[src/rtl/pong_physics_if.sv]
// Pixel-side bundle between the video timing / pixel mux and the pong physics engine.
// The master drives buttons and pixel coordinates; the slave (physics engine) returns flags and pulses.
interface pong_physics_if;
    logic [3:0] btn;
    logic       gra_still;
    logic [9:0] x;
    logic [9:0] y;
    logic       ball_on;
    logic       lpad_on;
    logic       rpad_on;
    logic       l_hit;
    logic       r_hit;
    logic       l_mis;
    logic       r_mis;
    logic [2:0] speed;

    modport master (
        output btn, gra_still, x, y,
        input  ball_on, lpad_on, rpad_on, l_hit, r_hit, l_mis, r_mis, speed
    );
    modport slave (
        input  btn, gra_still, x, y,
        output ball_on, lpad_on, rpad_on, l_hit, r_hit, l_mis, r_mis, speed
    );
endinterface

[src/rtl/pong_physics.sv]
// Ball/paddle physics for the ping-pong pipeline: one update per frame tick, serve FSM,
// speed-up on repeated paddle hits, per-pixel object flags and one-cycle hit/miss pulses.
module pong_physics #(
    parameter int H_ACTIVE      = 640,
    parameter int TICK_Y        = 481,
    parameter int WALL_T        = 72,
    parameter int WALL_B        = 475,
    parameter int PAD_H         = 100,
    parameter int PAD_W         = 7,
    parameter int PAD_V         = 4,
    parameter int LPAD_X        = 32,
    parameter int RPAD_X        = 600,
    parameter int BALL_SIZE     = 8,
    parameter int SPD_INIT      = 1,
    parameter int SPD_MAX       = 6,
    parameter int HITS_PER_STEP = 4,
    parameter int SERVE_FRAMES  = 60
) (
    input  logic          clk,
    input  logic          reset,
    pong_physics_if.slave bus
);
    typedef enum logic [1:0] {IDLE, SERVE, PLAY} state_e;

    localparam int HC_W = $clog2(HITS_PER_STEP + 1);
    localparam int SC_W = $clog2(SERVE_FRAMES);

    localparam logic [10:0] C_BS         = 11'(BALL_SIZE);
    localparam logic [10:0] C_PH         = 11'(PAD_H);
    localparam logic [10:0] C_PW         = 11'(PAD_W);
    localparam logic [10:0] C_PV         = 11'(PAD_V);
    localparam logic [10:0] C_WT         = 11'(WALL_T);
    localparam logic [10:0] C_WB         = 11'(WALL_B);
    localparam logic [10:0] C_LPAD_X     = 11'(LPAD_X);
    localparam logic [10:0] C_RPAD_X     = 11'(RPAD_X);
    localparam logic [10:0] C_L_FACE     = 11'(LPAD_X + PAD_W);
    localparam logic [10:0] C_R_FACE     = 11'(RPAD_X - 1);
    localparam logic [10:0] C_R_LAND     = 11'(RPAD_X - BALL_SIZE);
    localparam logic [10:0] C_X_EDGE     = 11'(H_ACTIVE - 1);
    localparam logic [10:0] C_BALL_X0    = 11'((H_ACTIVE - BALL_SIZE) / 2);
    localparam logic [10:0] C_BALL_Y0    = 11'((WALL_T + WALL_B + 1 - BALL_SIZE) / 2);
    localparam logic [10:0] C_PAD_Y0     = 11'((WALL_T + WALL_B + 1 - PAD_H) / 2);
    localparam logic [10:0] C_PAD_Y_MAX  = 11'(WALL_B - PAD_H + 1);
    localparam logic [10:0] C_BALL_Y_MAX = 11'(WALL_B - BALL_SIZE + 1);
    localparam logic [2:0]  C_SPD_INIT   = 3'(SPD_INIT);
    localparam logic [2:0]  C_SPD_MAX    = 3'(SPD_MAX);
    localparam logic [HC_W-1:0] C_HC_LAST  = HC_W'(HITS_PER_STEP - 1);
    localparam logic [SC_W-1:0] C_SC_LAST  = SC_W'(SERVE_FRAMES - 1);

    state_e           state_q, state_d;
    logic [9:0]       ball_x_q, ball_x_d, ball_y_q, ball_y_d;
    logic [9:0]       lpad_y_q, lpad_y_d, rpad_y_q, rpad_y_d;
    logic             dir_x_q, dir_x_d;          // 1 = moving right
    logic             dir_y_q, dir_y_d;          // 1 = moving down
    logic             serve_right_q, serve_right_d;
    logic [2:0]       speed_q, speed_d;
    logic [HC_W-1:0]  hit_cnt_q, hit_cnt_d;
    logic [SC_W-1:0]  serve_cnt_q, serve_cnt_d;
    logic             l_hit_q, l_hit_d, r_hit_q, r_hit_d, l_mis_q, l_mis_d, r_mis_q, r_mis_d;
    logic             hit, load_serve;

    logic        tick;
    logic [10:0] bx, by, lp, rp, spd, px, py;
    logic        l_ovl, r_ovl;

    assign tick  = (bus.y == 10'(TICK_Y)) && (bus.x == 10'd0);
    assign bx    = {1'b0, ball_x_q};
    assign by    = {1'b0, ball_y_q};
    assign lp    = {1'b0, lpad_y_q};
    assign rp    = {1'b0, rpad_y_q};
    assign spd   = {8'd0, speed_q};
    assign px    = {1'b0, bus.x};
    assign py    = {1'b0, bus.y};
    // Paddle overlap is judged on the ball rows before this frame's vertical move.
    assign l_ovl = (by + C_BS - 11'd1 >= lp) && (by <= lp + C_PH - 11'd1);
    assign r_ovl = (by + C_BS - 11'd1 >= rp) && (by <= rp + C_PH - 11'd1);

    function automatic logic [9:0] pad_step(input logic [9:0] pos, input logic up, input logic dn);
        logic [10:0] p;
        p = {1'b0, pos};
        pad_step = pos;
        if (up && !dn)      pad_step = (p < C_WT + C_PV) ? 10'(C_WT) : 10'(p - C_PV);
        else if (dn && !up) pad_step = (p + C_PV > C_PAD_Y_MAX) ? 10'(C_PAD_Y_MAX) : 10'(p + C_PV);
    endfunction

    always_comb begin
        // NOTE: every variable gets a default before any branch so no latch is inferred.
        state_d       = state_q;
        ball_x_d      = ball_x_q;
        ball_y_d      = ball_y_q;
        lpad_y_d      = lpad_y_q;
        rpad_y_d      = rpad_y_q;
        dir_x_d       = dir_x_q;
        dir_y_d       = dir_y_q;
        serve_right_d = serve_right_q;
        speed_d       = speed_q;
        hit_cnt_d     = hit_cnt_q;
        serve_cnt_d   = serve_cnt_q;
        l_hit_d       = 1'b0;
        r_hit_d       = 1'b0;
        l_mis_d       = 1'b0;
        r_mis_d       = 1'b0;
        hit           = 1'b0;
        load_serve    = 1'b0;

        if (tick) begin
            lpad_y_d = pad_step(lpad_y_q, bus.btn[2], bus.btn[3]);
            rpad_y_d = pad_step(rpad_y_q, bus.btn[0], bus.btn[1]);
            if (bus.gra_still) begin
                state_d  = IDLE;
                ball_x_d = 10'(C_BALL_X0);
                ball_y_d = 10'(C_BALL_Y0);
            end else begin
                case (state_q)
                    IDLE: begin
                        state_d     = SERVE;
                        serve_cnt_d = '0;
                        load_serve  = 1'b1;
                    end
                    SERVE: begin
                        load_serve  = 1'b1;
                        serve_cnt_d = serve_cnt_q + 1'b1;
                        if (serve_cnt_d == C_SC_LAST) state_d = PLAY;
                    end
                    PLAY: begin
                        if (dir_y_q) begin
                            if (by + C_BS - 11'd1 + spd > C_WB) begin
                                ball_y_d = 10'(C_BALL_Y_MAX);
                                dir_y_d  = 1'b0;
                            end else begin
                                ball_y_d = 10'(by + spd);
                            end
                        end else if (by < C_WT + spd) begin
                            ball_y_d = 10'(C_WT);
                            dir_y_d  = 1'b1;
                        end else begin
                            ball_y_d = 10'(by - spd);
                        end

                        if (!dir_x_q) begin
                            if (bx >= C_L_FACE && bx - spd < C_L_FACE && l_ovl) begin
                                ball_x_d = 10'(C_L_FACE);
                                dir_x_d  = 1'b1;
                                l_hit_d  = 1'b1;
                                hit      = 1'b1;
                            end else if (bx < spd) begin
                                l_mis_d       = 1'b1;
                                serve_right_d = 1'b0;
                            end else begin
                                ball_x_d = 10'(bx - spd);
                            end
                        end else begin
                            if (bx + C_BS - 11'd1 <= C_R_FACE && bx + C_BS - 11'd1 + spd > C_R_FACE && r_ovl) begin
                                ball_x_d = 10'(C_R_LAND);
                                dir_x_d  = 1'b0;
                                r_hit_d  = 1'b1;
                                hit      = 1'b1;
                            end else if (bx + C_BS - 11'd1 + spd > C_X_EDGE) begin
                                r_mis_d       = 1'b1;
                                serve_right_d = 1'b1;
                            end else begin
                                ball_x_d = 10'(bx + spd);
                            end
                        end

                        if (l_mis_d || r_mis_d) begin
                            state_d     = SERVE;
                            serve_cnt_d = '0;
                            load_serve  = 1'b1;
                        end

                        if (hit) begin
                            if (hit_cnt_q == C_HC_LAST) begin
                                hit_cnt_d = '0;
                                if (speed_q < C_SPD_MAX) speed_d = speed_q + 3'd1;
                            end else begin
                                hit_cnt_d = hit_cnt_q + 1'b1;
                            end
                        end
                    end
                    default: state_d = IDLE;
                endcase

                if (load_serve) begin
                    ball_x_d  = 10'(C_BALL_X0);
                    ball_y_d  = 10'(C_BALL_Y0);
                    dir_x_d   = serve_right_d;
                    dir_y_d   = 1'b1;
                    speed_d   = C_SPD_INIT;
                    hit_cnt_d = '0;
                end
            end
        end
    end

    always_ff @(posedge clk) begin
        // NOTE: state registers use non-blocking assignments so every flop samples pre-edge values.
        if (reset) begin
            state_q       <= IDLE;
            ball_x_q      <= 10'(C_BALL_X0);
            ball_y_q      <= 10'(C_BALL_Y0);
            lpad_y_q      <= 10'(C_PAD_Y0);
            rpad_y_q      <= 10'(C_PAD_Y0);
            dir_x_q       <= 1'b0;
            dir_y_q       <= 1'b1;
            serve_right_q <= 1'b0;
            speed_q       <= C_SPD_INIT;
            hit_cnt_q     <= '0;
            serve_cnt_q   <= '0;
            l_hit_q       <= 1'b0;
            r_hit_q       <= 1'b0;
            l_mis_q       <= 1'b0;
            r_mis_q       <= 1'b0;
        end else begin
            state_q       <= state_d;
            ball_x_q      <= ball_x_d;
            ball_y_q      <= ball_y_d;
            lpad_y_q      <= lpad_y_d;
            rpad_y_q      <= rpad_y_d;
            dir_x_q       <= dir_x_d;
            dir_y_q       <= dir_y_d;
            serve_right_q <= serve_right_d;
            speed_q       <= speed_d;
            hit_cnt_q     <= hit_cnt_d;
            serve_cnt_q   <= serve_cnt_d;
            l_hit_q       <= l_hit_d;
            r_hit_q       <= r_hit_d;
            l_mis_q       <= l_mis_d;
            r_mis_q       <= r_mis_d;
        end
    end

    assign bus.ball_on = (px >= bx) && (px < bx + C_BS) && (py >= by) && (py < by + C_BS);
    assign bus.lpad_on = (px >= C_LPAD_X) && (px < C_LPAD_X + C_PW) && (py >= lp) && (py < lp + C_PH);
    assign bus.rpad_on = (px >= C_RPAD_X) && (px < C_RPAD_X + C_PW) && (py >= rp) && (py < rp + C_PH);
    assign bus.l_hit   = l_hit_q;
    assign bus.r_hit   = r_hit_q;
    assign bus.l_mis   = l_mis_q;
    assign bus.r_mis   = r_mis_q;
    assign bus.speed   = speed_q;
endmodule

[src/flat_wrapper.sv]
// flat-port wrapper written by rule: the top's interface ports become plain ports
module pong_physics_flat 
#(
    parameter int H_ACTIVE      = 640,
    parameter int TICK_Y        = 481,
    parameter int WALL_T        = 72,
    parameter int WALL_B        = 475,
    parameter int PAD_H         = 100,
    parameter int PAD_W         = 7,
    parameter int PAD_V         = 4,
    parameter int LPAD_X        = 32,
    parameter int RPAD_X        = 600,
    parameter int BALL_SIZE     = 8,
    parameter int SPD_INIT      = 1,
    parameter int SPD_MAX       = 6,
    parameter int HITS_PER_STEP = 4,
    parameter int SERVE_FRAMES  = 60
)
  (clk, reset, bus_btn, bus_gra_still, bus_x, bus_y, bus_ball_on, bus_lpad_on, bus_rpad_on, bus_l_hit, bus_r_hit, bus_l_mis, bus_r_mis, bus_speed);
  pong_physics_if bus_i ();
  input  logic clk;
  input  logic reset;
  input wire logic [$bits(bus_i.btn)-1:0] bus_btn;
  input wire logic [$bits(bus_i.gra_still)-1:0] bus_gra_still;
  input wire logic [$bits(bus_i.x)-1:0] bus_x;
  input wire logic [$bits(bus_i.y)-1:0] bus_y;
  output wire logic [$bits(bus_i.ball_on)-1:0] bus_ball_on;
  output wire logic [$bits(bus_i.lpad_on)-1:0] bus_lpad_on;
  output wire logic [$bits(bus_i.rpad_on)-1:0] bus_rpad_on;
  output wire logic [$bits(bus_i.l_hit)-1:0] bus_l_hit;
  output wire logic [$bits(bus_i.r_hit)-1:0] bus_r_hit;
  output wire logic [$bits(bus_i.l_mis)-1:0] bus_l_mis;
  output wire logic [$bits(bus_i.r_mis)-1:0] bus_r_mis;
  output wire logic [$bits(bus_i.speed)-1:0] bus_speed;
  assign bus_i.btn = bus_btn;
  assign bus_i.gra_still = bus_gra_still;
  assign bus_i.x = bus_x;
  assign bus_i.y = bus_y;
  assign bus_ball_on = bus_i.ball_on;
  assign bus_lpad_on = bus_i.lpad_on;
  assign bus_rpad_on = bus_i.rpad_on;
  assign bus_l_hit = bus_i.l_hit;
  assign bus_r_hit = bus_i.r_hit;
  assign bus_l_mis = bus_i.l_mis;
  assign bus_r_mis = bus_i.r_mis;
  assign bus_speed = bus_i.speed;
  pong_physics #(.H_ACTIVE(H_ACTIVE), .TICK_Y(TICK_Y), .WALL_T(WALL_T), .WALL_B(WALL_B), .PAD_H(PAD_H), .PAD_W(PAD_W), .PAD_V(PAD_V), .LPAD_X(LPAD_X), .RPAD_X(RPAD_X), .BALL_SIZE(BALL_SIZE), .SPD_INIT(SPD_INIT), .SPD_MAX(SPD_MAX), .HITS_PER_STEP(HITS_PER_STEP), .SERVE_FRAMES(SERVE_FRAMES)) u_core (.clk(clk), .reset(reset), .bus(bus_i));
endmodule
[config.mk]
export PLATFORM = sky130hd
export DESIGN_NAME = pong_physics_flat
export DESIGN_NICKNAME = d
export VERILOG_FILES = /design/src/rtl/pong_physics_if.sv /design/src/rtl/pong_physics.sv /design/src/flat_wrapper.sv
export SDC_FILE = /design/constraint.sdc
export NUM_CORES = 1
export LEC_CHECK = 0
export BUFFER_PORTS_ARGS = -buffer_cell sky130_fd_sc_hd__buf_2
export CAP_MARGIN = 20
export CORE_ASPECT_RATIO = 0.6
export CORE_UTILIZATION = 39
export DETAILED_ROUTE_END_ITERATION = 6
export PLACE_DENSITY = 0.54
export SYNTH_ARGS = -nofsm -noshare
export SYNTH_HDL_FRONTEND = slang
export SYNTH_SLANG_ARGS = --single-unit
[constraint.sdc]
create_clock -name clk -period 4.6 [get_ports clk]
set_clock_uncertainty 0.1 [all_clocks]
set_input_delay 0.23 -clock clk [delete_from_list [all_inputs] [get_ports clk]]
set_output_delay 0.23 -clock clk [all_outputs]
set_load 0.01 [all_outputs]
==> results.yml, run 1 <==
worst_setup_path:
  crit_required_ns: 4.70
  reg2reg_slack_ns: 0.34
  cp-end-kind: "flip-flop"
  critical_path.max_fanout: 10
  r2r-end: "u_core.ball_x_q[8]$_SDFFE_PP1P_"
  r2r_cells: 18
  crit_arrival_ns: 4.36
  r2r-start: "u_core.rpad_y_q[2]$_SDFFE_PP0P_"
  startpoint_type: "flip-flop"
  crit_type: "reg2reg"
power:
  power_mw: 1.388
  seqPwrFrac_pct: 35.6
  p_int_mw: 1.021
  switching_power_mw: 0.3674
  power_density_nw_per_um2: 140.6
  sw_frac_of_total_pct: 26.47
  combPwrFrac_pct: 8.6
  leakage_nw: 4.200
  ir_drop_v: 0.0001946
  p_clk_share_pct: 55.9
floorplan:
  die_area_um2: 23210
  rows: 42
  die_w_um: 196.0
  core_um2: 22070
  io_pins: 37
  die_h_um: 118.4
  start_util_pct: 39.90
timing:
  maxSlewHeadroom_pct: 41.59
  finalCritPeriodShare_pct: 92.71
  fin_crit_ns: 4.265
  tightest_slew_ns: 0.8541
  setup_violations: 0
  tns_ns: 0
  timing.fmax_ghz: 0.2345
  hold_viol: 0
  slew_viol_final: 0
  rsz0062_at_grt: "no"
finish:
  diodes: 0
  drive_above_1_share_pct: 12.34
  nNetsFinal: 1383
  fin_util_pct: 44.72
  finalNonFillerCells: 1502
  area_growth_pct: 12.08
routing:
  drt_wl_total_um: 29810
  ant_nets: 0
  firstDrtPassIters: 6
  vias: 8855
  wl_per_cell_um: 19.85
  viasPerCell: 5.895
  drt_iter0_drc: 908
  drc: 0
synth:
  netlist_instances: 1165
  yosys_warnings: 0
  synthTopCellsByCount: "ha_1 (139), nor2_1 (96), inv_1 (81)"
  synth_most_common_cell: "ha_1"
  ys_ff_latch: 57
  netlist.area_leader.share_pct: 19.75
  synthesis.nets: 1337
  synthTopCellsByArea: "ha_1 (20%), dfxtp_1 (13%), xnor2_1 (5.5%), nor2_1 (4.1%), a21oi_1 (3.9%)"
  synth_top_cell_by_area: "ha_1"
  synth_ff_type: "dfxtp_1"
  synth_area_per_cell_um2: 7.560
  synth_edf_count: 0
  ys_types: 96
  yosysSeqAreaShare_pct: 12.96
  synth-async-reset-ratio_pct: 0
  synth_area_um2: 8807
placement:
  hpwl_um: 24200
  io_buffers: 36
  place_inst: 1486
  routabilityCongestion: 0.9511
global_routing:
  grt_pass1_wl_um: 46660
  grt_util_all_layers_pct: 25.95
  grt_pass1_vias: 7984
  gr-total-overflow: 0
  grt_max_degree: 32
  grt_antenna_before_repair: 0
hold_path:
  min_path_cells: 4
  hold_class: "in2reg"
  hold-path-endpoint: "u_core.state_q[0]$_SDFFE_PP0P_"
  min-delay-start: "bus_gra_still"
cts:
  cts_buffer_depth: 2
  cts_root_buffer: "clkbuf_16"
  insertion_delay_ns: 0.36
  htreeDepth: 3
  ctsResizeCount: 0
  cts_setup_buffers: 0
  cts.clk_slew.worst_paths_ns: 0.06
  cts.sinks: 57
  cts_buffers: 9
  cts_tree: "yes"
  ctsHoldBuffers: 0
run:
  cap_violations: 0
outcome:
  status: "finished clean"
## layout make-up
type                       instances  area [µm²]
inverter                          83       311.5
tap                              286       357.8
sequential                        57        1144
multi-input combinational        968        7132
timing repair buffer              92       600.6
clock inverter                     7       100.1
clock buffer                       9       225.2
fill                            2313       12200
## placed cells by master, fill, tap and decap left out, types with 23 or more instances in the layout
master,Yosys,routed
a21oi_1,68,68
dfxtp_1,57,55
nand2b_1,24,23
nor2b_1,26,26
a21o_1,26,26
nor3_1,32,32
nand2_1,74,74
buf_4,2,56
ha_1,139,138
inv_1,81,81
nand3_1,37,37
xnor2_1,55,55
nor2_1,96,96
buf_2,12,36
o21ai_0,63,63
## per-stage QoR
| step | cell area [µm²] | hold WS (ns) | setup slack (ns) |
|---|---|---|---|
| 2_1_floorplan | 8807 | 0.3101 | 0.4675 |
| 3_3_place_gp | 9513 | 0.3574 | 0.4239 |
| 3_5_place_dp | 9513 | 0.3556 | 0.2789 |
| 4_1_cts | 9838 | 0.2050 | 0.2345 |
| 5_1_grt | 9871 | 0.2388 | 0.06162 |
| 6_report | 9871 | 0.2226 | 0.3355 |
## power groups by stage
stage	logic (mW)	clock network, mW	registers [mW]
floorplan	0.0672	0	0.505
global placement	0.116	0	0.505
detailed placement	0.117	0	0.505
CTS	0.118	0.783	0.494
global route	0.135	0.811	0.493
finish	0.119	0.776	0.494
## sequential cells by signal, indices dropped and copies added, names as in the netlist
register	flops
u_core.ball_x_q	10
u_core.ball_y_q	10
u_core.lpad_y_q	8
u_core.rpad_y_q	8
u_core.serve_cnt_q	6
u_core.bus.speed	3
u_core.hit_cnt_q	3
u_core.state_q	2
u_core.bus.l_hit	1
u_core.bus.l_mis	1
u_core.bus.r_hit	1
u_core.bus.r_mis	1
u_core.dir_x_q	1
u_core.dir_y_q	1
u_core.serve_right_q	1
## critical path, stage by stage (launching register included)
cell,delay [ns]
dfxtp_1,0.46
ha_2,0.29
and2_1,0.18
nor2_1,0.07
xnor2_1,0.22
and3_1,0.24
nand3_1,0.11
xnor2_1,0.21
ha_1,0.28
and3_1,0.20
a221oi_1,0.27
a211o_1,0.17
o2111ai_2,0.20
nand2b_4,0.22
o21ai_4,0.24
buf_4,0.24
a21oi_1,0.06
o31ai_1,0.26
a22oi_1,0.10
## cells by family (layout without fill, tap and decap cells)
family / count (synthesis) / in the layout / synth area share [%]
and+or+nand+nor: 399 / 399 / 24.04
AOI/OAI and AO/OA: 342 / 342 / 26.57
adders and majority gates: 146 / 146 / 21.22
buffers and inverters: 140 / 191 / 6.478
xor gates and xnor gates: 74 / 74 / 7.913
DFF: 57 / 57 / 12.96
muxes: 7 / 7 / 0.8240
## worst max path at each step
| stage | from | to | slack, ns | depth (start not counted) |
|---|---|---|---|---|
| CTS | u_core.rpad_y_q[2]$_SDFFE_PP0P_ | u_core.ball_x_q[8]$_SDFFE_PP1P_ | 0.23 | 19 |
| finish | u_core.rpad_y_q[2]$_SDFFE_PP0P_ | u_core.ball_x_q[8]$_SDFFE_PP1P_ | 0.34 | 18 |
| global placement | u_core.rpad_y_q[2]$_SDFFE_PP0P_ | u_core.ball_x_q[8]$_SDFFE_PP1P_ | 0.42 | 18 |
| detailed placement | u_core.rpad_y_q[2]$_SDFFE_PP0P_ | u_core.ball_x_q[8]$_SDFFE_PP1P_ | 0.28 | 19 |
| global route | u_core.rpad_y_q[3]$_SDFFE_PP0P_ | u_core.ball_x_q[8]$_SDFFE_PP1P_ | 0.06 | 19 |
| floorplan | u_core.ball_x_q[3]$_SDFFE_PP1P_ | u_core.ball_x_q[9]$_SDFFE_PP0P_ | 0.47 | 16 |
## layer usage
layer  wire length [µm]  track usage (%)  up-vias
li1                   -                -     4364
met3               3120            8.590       26
met1              16310            43.08     4100
met2              10050            29.92      365
met4                333            5.029        0
met5                  0                0        -
(Power assumes the default switching activity.)
==> run 2: changes to the inputs <==
==> constraint.sdc (replaced) <==
create_clock -name clk -period 4.6 [get_ports clk]
set_clock_uncertainty 0.1 [all_clocks]
set_input_delay 0.92 -clock clk [delete_from_list [all_inputs] [get_ports clk]]
set_output_delay 0.92 -clock clk [all_outputs]
set_load 0.01 [all_outputs]
==> results.yml, run 2 (same netlist as run 1, synthesis figures left out) <==
finish:
  nNetsFinal: 1389
  area_growth_pct: 13.07
  mostFrequentLayoutCells: "ha_1 (135), nor2_1 (96), inv_1 (81)"
  stdcell_area_um2: 9958
  drive_above_1_share_pct: 13.09
  diodes: 0
  top_regs: "u_core.ball_x_q (10), u_core.ball_y_q (10)"
  layout_commonest_cell: "ha_1"
floorplan:
  die_w_um: 196.0
  die_h_um: 118.4
  start_util_pct: 39.90
  core_um2: 22070
  rows: 42
  io_pins: 37
  die_area_um2: 23210
timing:
  rsz0062_at_grt: "yes"
  maxSlewHeadroom_pct: 42.68
  slew_viol_final: 0
  fin_crit_ns: 4.361
  setup_violations: 0
  hold_viol: 0
  tightest_slew_ns: 0.8589
  tns_ns: 0
  finalCritPeriodShare_pct: 94.81
  timing.fmax_ghz: 0.2293
  holdWs_ns: 0.3642
worst_setup_path:
  crit_required_ns: 3.58
  cpLargestDelayFamily: "compound AO/OA/AOI/OAI gates"
  cp_slowest_cell: "dfxtp_2"
  crit_chain: "inv_1 > ha_2 > inv_1 > ha_1 > a21o_1 > a21o_1 > a21o_1 > a21oi_1 > nor2b_1 > o21ai_0 > nand2b_1 > a21oi_1 > nor2_1 > nor4_2 > buf_2"
  path_buf_inv: 3
  crit_top_cell: "a21o_1"
  slowest_delay_ns: 0.42
  cp-end-kind: "output pin"
  crit_arrival_ns: 3.34
  startpoint_type: "flip-flop"
  crit_type: "reg2out"
  critical_path.max_fanout: 9
routing:
  viasPerCell: 5.871
  vias: 8853
  drt_wl_total_um: 29530
  drt_iter0_drc: 947
  ant_nets: 0
  wl_per_cell_um: 19.58
  drc: 0
  firstDrtPassIters: 6
cts:
  insertion_delay_ns: 0.35
  cts_buffers: 9
  ctsHoldBuffers: 0
  htreeDepth: 3
  cts_tree: "yes"
  cts_buffer_depth: 2
  cts_setup_buffers: 0
  cts_root_buffer: "clkbuf_16"
  cts.sinks: 57
  cts.clk_slew.worst_paths_ns: 0.06
power:
  leakage_nw: 4.231
  power_density_nw_per_um2: 144.7
  ir_drop_v: 0.0001624
placement:
  hpwl_um: 23760
  place_area_um2: 9558
  io_buffers: 36
  routabilityCongestion: 0.9189
outcome:
  status: "finished clean"
global_routing:
  grt_util_all_layers_pct: 25.87
  gr-total-overflow: 0
  grt_antenna_before_repair: 0
  grt_max_degree: 42
  grt_pass1_vias: 7976
  grt_pass1_wl_um: 46490
run:
  cap_violations: 0
hold_path:
  hold_class: "reg2reg"
==> run 2: repair_timing <==
| item | 4_1_cts | 5_1_grt |
|---|---|---|
| pin swaps | 0 | 0 |
| resized for setup | 1 | 11 |
| endpoints found under the setup margin | 1 | 12 |
==> run 2: power by group <==
part | internal, mW | leakage [nW] | switching [mW]
combinational | 0.0474 | 3.60 | 0.0701
sequential | 0.493 | 0.460 | 0.000000260
clock | 0.535 | 0.167 | 0.294
==> run 2: through the flow <==
step | worst slack [ns] | utilization [%] | std cells | total power [mW]
final | 0.2387 | 45.12 | 1508 | 1.440
after global routing | -0.008125 | 45.12 | 1508 | 1.494
after CTS | 0.05233 | 44.92 | 1508 | 1.455
after detailed placement | 0.1653 | 43.31 | 1492 | 0.6203
after global placement | 0.2160 | 43.31 | 1492 | 0.6194
after floorplan | 0.4675 | - | 1165 | 0.5717
==> run 2: final cells by class <==
cell class | instances | area, µm²
timing repair buffer | 98 | 645.6
clock inverter | 7 | 123.9
sequential | 57 | 1145
fill | 2230 | 12110
inverter | 83 | 311.5
multi-input combinational | 968 | 7149
tap | 286 | 357.8
clock buffer | 9 | 225.2
==> run 2: worst min-delay path, stage by stage (launching register included) <==
cell	delay, ns
dfxtp_1	0.31
nand2_1	0.05
a21oi_1	0.05
==> run 2: worst paths after layout <==
kind	cells past startpoint	slack, ns	startpoint	end
setup / recovery	15	0.24	u_core.lpad_y_q[3]$_SDFFE_PP0P_	bus_lpad_on
hold / removal	2	0.36	u_core.hit_cnt_q[1]$_SDFFE_PP0P_	u_core.hit_cnt_q[1]$_SDFFE_PP0P_
setup reg to reg	19	0.28	u_core.ball_y_q[3]$_SDFFE_PP1P_	u_core.serve_cnt_q[4]$_SDFFE_PP0P_
hold reg to reg	2	0.36	u_core.hit_cnt_q[1]$_SDFFE_PP0P_	u_core.hit_cnt_q[1]$_SDFFE_PP0P_
==> run 2: per-layer routing <==
metal | track usage, % | routed length (µm) | up-vias
li1 | - | - | 4376
met1 | 43.52 | 16090 | 4091
met2 | 30.63 | 10070 | 366
met3 | 7.277 | 3127 | 20
met4 | 3.906 | 233 | 0
met5 | 0 | 0 | -
==> run 3: changes to the inputs <==
--- a/config.mk
+++ b/config.mk
@@ -8,8 +8,7 @@
 export BUFFER_PORTS_ARGS = -buffer_cell sky130_fd_sc_hd__buf_2
 export CAP_MARGIN = 20
-export CORE_ASPECT_RATIO = 0.6
-export CORE_UTILIZATION = 39
+export CORE_UTILIZATION = 40
 export DETAILED_ROUTE_END_ITERATION = 6
-export PLACE_DENSITY = 0.54
+export PLACE_DENSITY = 0.55
 export SYNTH_ARGS = -nofsm -noshare
 export SYNTH_HDL_FRONTEND = slang
==> constraint.sdc (replaced) <==
create_clock -name clk -period 4.6 [get_ports clk]
set_clock_uncertainty 0.1 [all_clocks]
set_input_delay 0.92 -clock clk [delete_from_list [all_inputs] [get_ports clk]]
set_output_delay 0.92 -clock clk [all_outputs]
set_load 0.02 [all_outputs]
==> results.yml, run 3 (same netlist as run 1, synthesis figures left out) <==
placement:
  place_worst_setup_slack_ns: 0.1499
  io_buffers: 36
  routabilityCongestion: 0.9261
  place_inst: 1469
  hpwl_um: 21490
cts:
  htreeDepth: 3
  cts_setup_buffers: 0
  cts_root_buffer: "clkbuf_16"
  insertion_delay_ns: 0.35
  ctsResizeCount: 0
  cts.clk_slew.worst_paths_ns: 0.05
  cts_buffers: 9
  cts.sinks: 57
  cts_tree: "yes"
  cts_buffer_depth: 2
  ctsHoldBuffers: 0
floorplan:
  io_pins: 37
  start_util_pct: 41.37
  core_um2: 21290
  die_area_um2: 22620
  die_w_um: 150.4
  rows: 53
  die_h_um: 150.4
timing:
  maxSlewHeadroom_pct: 39.58
  fin_crit_ns: 4.389
  hold_viol: 0
  rsz0062_at_grt: "no"
  timing.fmax_ghz: 0.2278
  tightest_slew_ns: 0.8834
  tns_ns: 0
  setup_violations: 0
  slew_viol_final: 0
  layout_setup_ws_ns: 0.2106
  finalCritPeriodShare_pct: 95.42
power:
  sw_frac_of_total_pct: 24.70
  switching_power_mw: 0.3324
  combPwrFrac_pct: 9.0
  p_clk_share_pct: 54.3
  power_density_nw_per_um2: 137.4
  p_int_mw: 1.014
  leakage_nw: 4.156
  ir_drop_v: 0.0001511
  seqPwrFrac_pct: 36.7
  power_mw: 1.346
global_routing:
  grt_pass1_vias: 8118
  grt_max_degree: 33
  grt_util_all_layers_pct: 24.83
  grt_antenna_before_repair: 0
  grt_pass1_wl_um: 43680
  gr-total-overflow: 0
routing:
  ant_nets: 0
  drt_iter0_drc: 630
  firstDrtPassIters: 7
  drc: 0
  vias: 8656
  wl_per_cell_um: 18.34
  drt_wl_total_um: 27240
  viasPerCell: 5.829
worst_setup_path:
  reg2reg_slack_ns: 0.37
  r2r-end: "u_core.serve_cnt_q[4]$_SDFFE_PP0P_"
  crit_arrival_ns: 3.37
  critical_path.max_fanout: 3
  crit_type: "in2out"
  r2r_cells: 18
  crit_top_cell: "o21a_1"
  cp_slowest_cell: "nor4_2"
  r2r-start: "u_core.ball_y_q[4]$_SDFFE_PP0P_"
  cp-end-kind: "output pin"
  cpLargestDelayFamily: "compound AO/OA/AOI/OAI gates"
  slowest_delay_ns: 0.33
  crit_chain: "buf_2 > ha_1 > nor2b_1 > o21ai_0 > a21oi_1 > o21a_1 > o21a_1 > o21a_1 > o21a_1 > o21a_1 > o21ai_0 > a32oi_1 > nor4_2 > buf_2"
  startpoint_type: "input port"
  crit_required_ns: 3.58
  path_buf_inv: 2
hold_path:
  hold_class: "reg2reg"
  min_path_cells: 2
  min-delay-start: "u_core.hit_cnt_q[1]$_SDFFE_PP0P_"
  hold-path-endpoint: "u_core.hit_cnt_q[1]$_SDFFE_PP0P_"
finish:
  layout_commonest_cell: "ha_1"
  drive_above_1_share_pct: 12.07
  area_growth_pct: 11.22
  nNetsFinal: 1377
  fin_util_pct: 46.02
  mostFrequentLayoutCells: "ha_1 (136), nor2_1 (96), inv_1 (81)"
  finalNonFillerCells: 1485
  diodes: 0
  top_regs: "u_core.ball_x_q (10), u_core.ball_y_q (10)"
run:
  cap_violations: 0
outcome:
  status: "finished clean"
[run 3: cell types whose count changed in the layout (fill, tap and decap cells not counted), moves of 2 or more]
cell	delta
inv_6	-3
buf_4	-12
dfxtp_1	-2
dfxtp_2	+2
clkinv_2	+3
[run 3: per-stage QoR]
| stage | hold WS [ns] | area [µm²] |
|---|---|---|
| 2_1_floorplan | 0.3356 | 8807 |
| 3_3_place_gp | 0.3461 | 9454 |
| 3_5_place_dp | 0.3585 | 9454 |
| 4_1_cts | 0.3660 | 9766 |
| 5_1_grt | 0.3857 | 9796 |
| 6_report | 0.3650 | 9796 |
[run 3: metal layers]
layer  part of all wire [%]  vias up  track usage (%)
li1                       -     4349                -
met1                     50     4077            35.26
met2                     44      202            38.69
met3                    4.4       28            3.242
met4                    1.6        0            7.424
met5                      0        -                0
[run 3: worst max-delay path by stage]
| stage | from | end | slack, ns | depth (start not counted) |
|---|---|---|---|---|
| finish | bus_x[1] | bus_ball_on | 0.21 | 14 |
| global route | u_core.ball_y_q[4]$_SDFFE_PP0P_ | u_core.ball_x_q[8]$_SDFFE_PP1P_ | 0.002 | 17 |
| CTS | u_core.lpad_y_q[3]$_SDFFE_PP0P_ | bus_lpad_on | 0.06 | 15 |
| detailed placement | bus_x[1] | bus_ball_on | 0.15 | 14 |
| global placement | bus_x[1] | bus_ball_on | 0.27 | 14 |
| floorplan | u_core.ball_x_q[3]$_SDFFE_PP1P_ | bus_ball_on | 0.21 | 15 |
[run 3: cell type report]
class / count / area [µm²]
Tap cell: 275 / 344.1
Clock inverter: 6 / 82.58
Fill cell: 2144 / 11490
Timing Repair Buffer: 86 / 555.5
Inverter: 83 / 311.5
Sequential cell: 57 / 1147
Clock buffer: 10 / 229.0
Multi-Input combinational cell: 968 / 7126
[run 3: power by group through the flow]
stage	clock network, mW	registers (mW)	logic (mW)
4_1_cts	0.751	0.494	0.120
3_3_place_gp	0	0.505	0.117
2_1_floorplan	0	0.505	0.0675
6_report	0.731	0.494	0.121
5_1_grt	0.765	0.494	0.136
3_5_place_dp	0	0.505	0.119
[run 3: worst register-to-register path, cell delays in order, from the launching register on]
cell       delay (ns)
dfxtp_1          0.57
ha_1             0.25
o31ai_1          0.10
mux2i_1          0.17
nor2_1           0.07
xnor2_1          0.32
inv_1            0.12
ha_1             0.30
nand3_1          0.09
a21oi_1          0.04
o31a_1           0.28
o21ai_0          0.15
nand4b_1         0.19
o2111ai_1        0.25
o211a_4          0.27
or2b_4           0.17
nand2_2          0.13
or4_1            0.45
a21oi_1          0.14
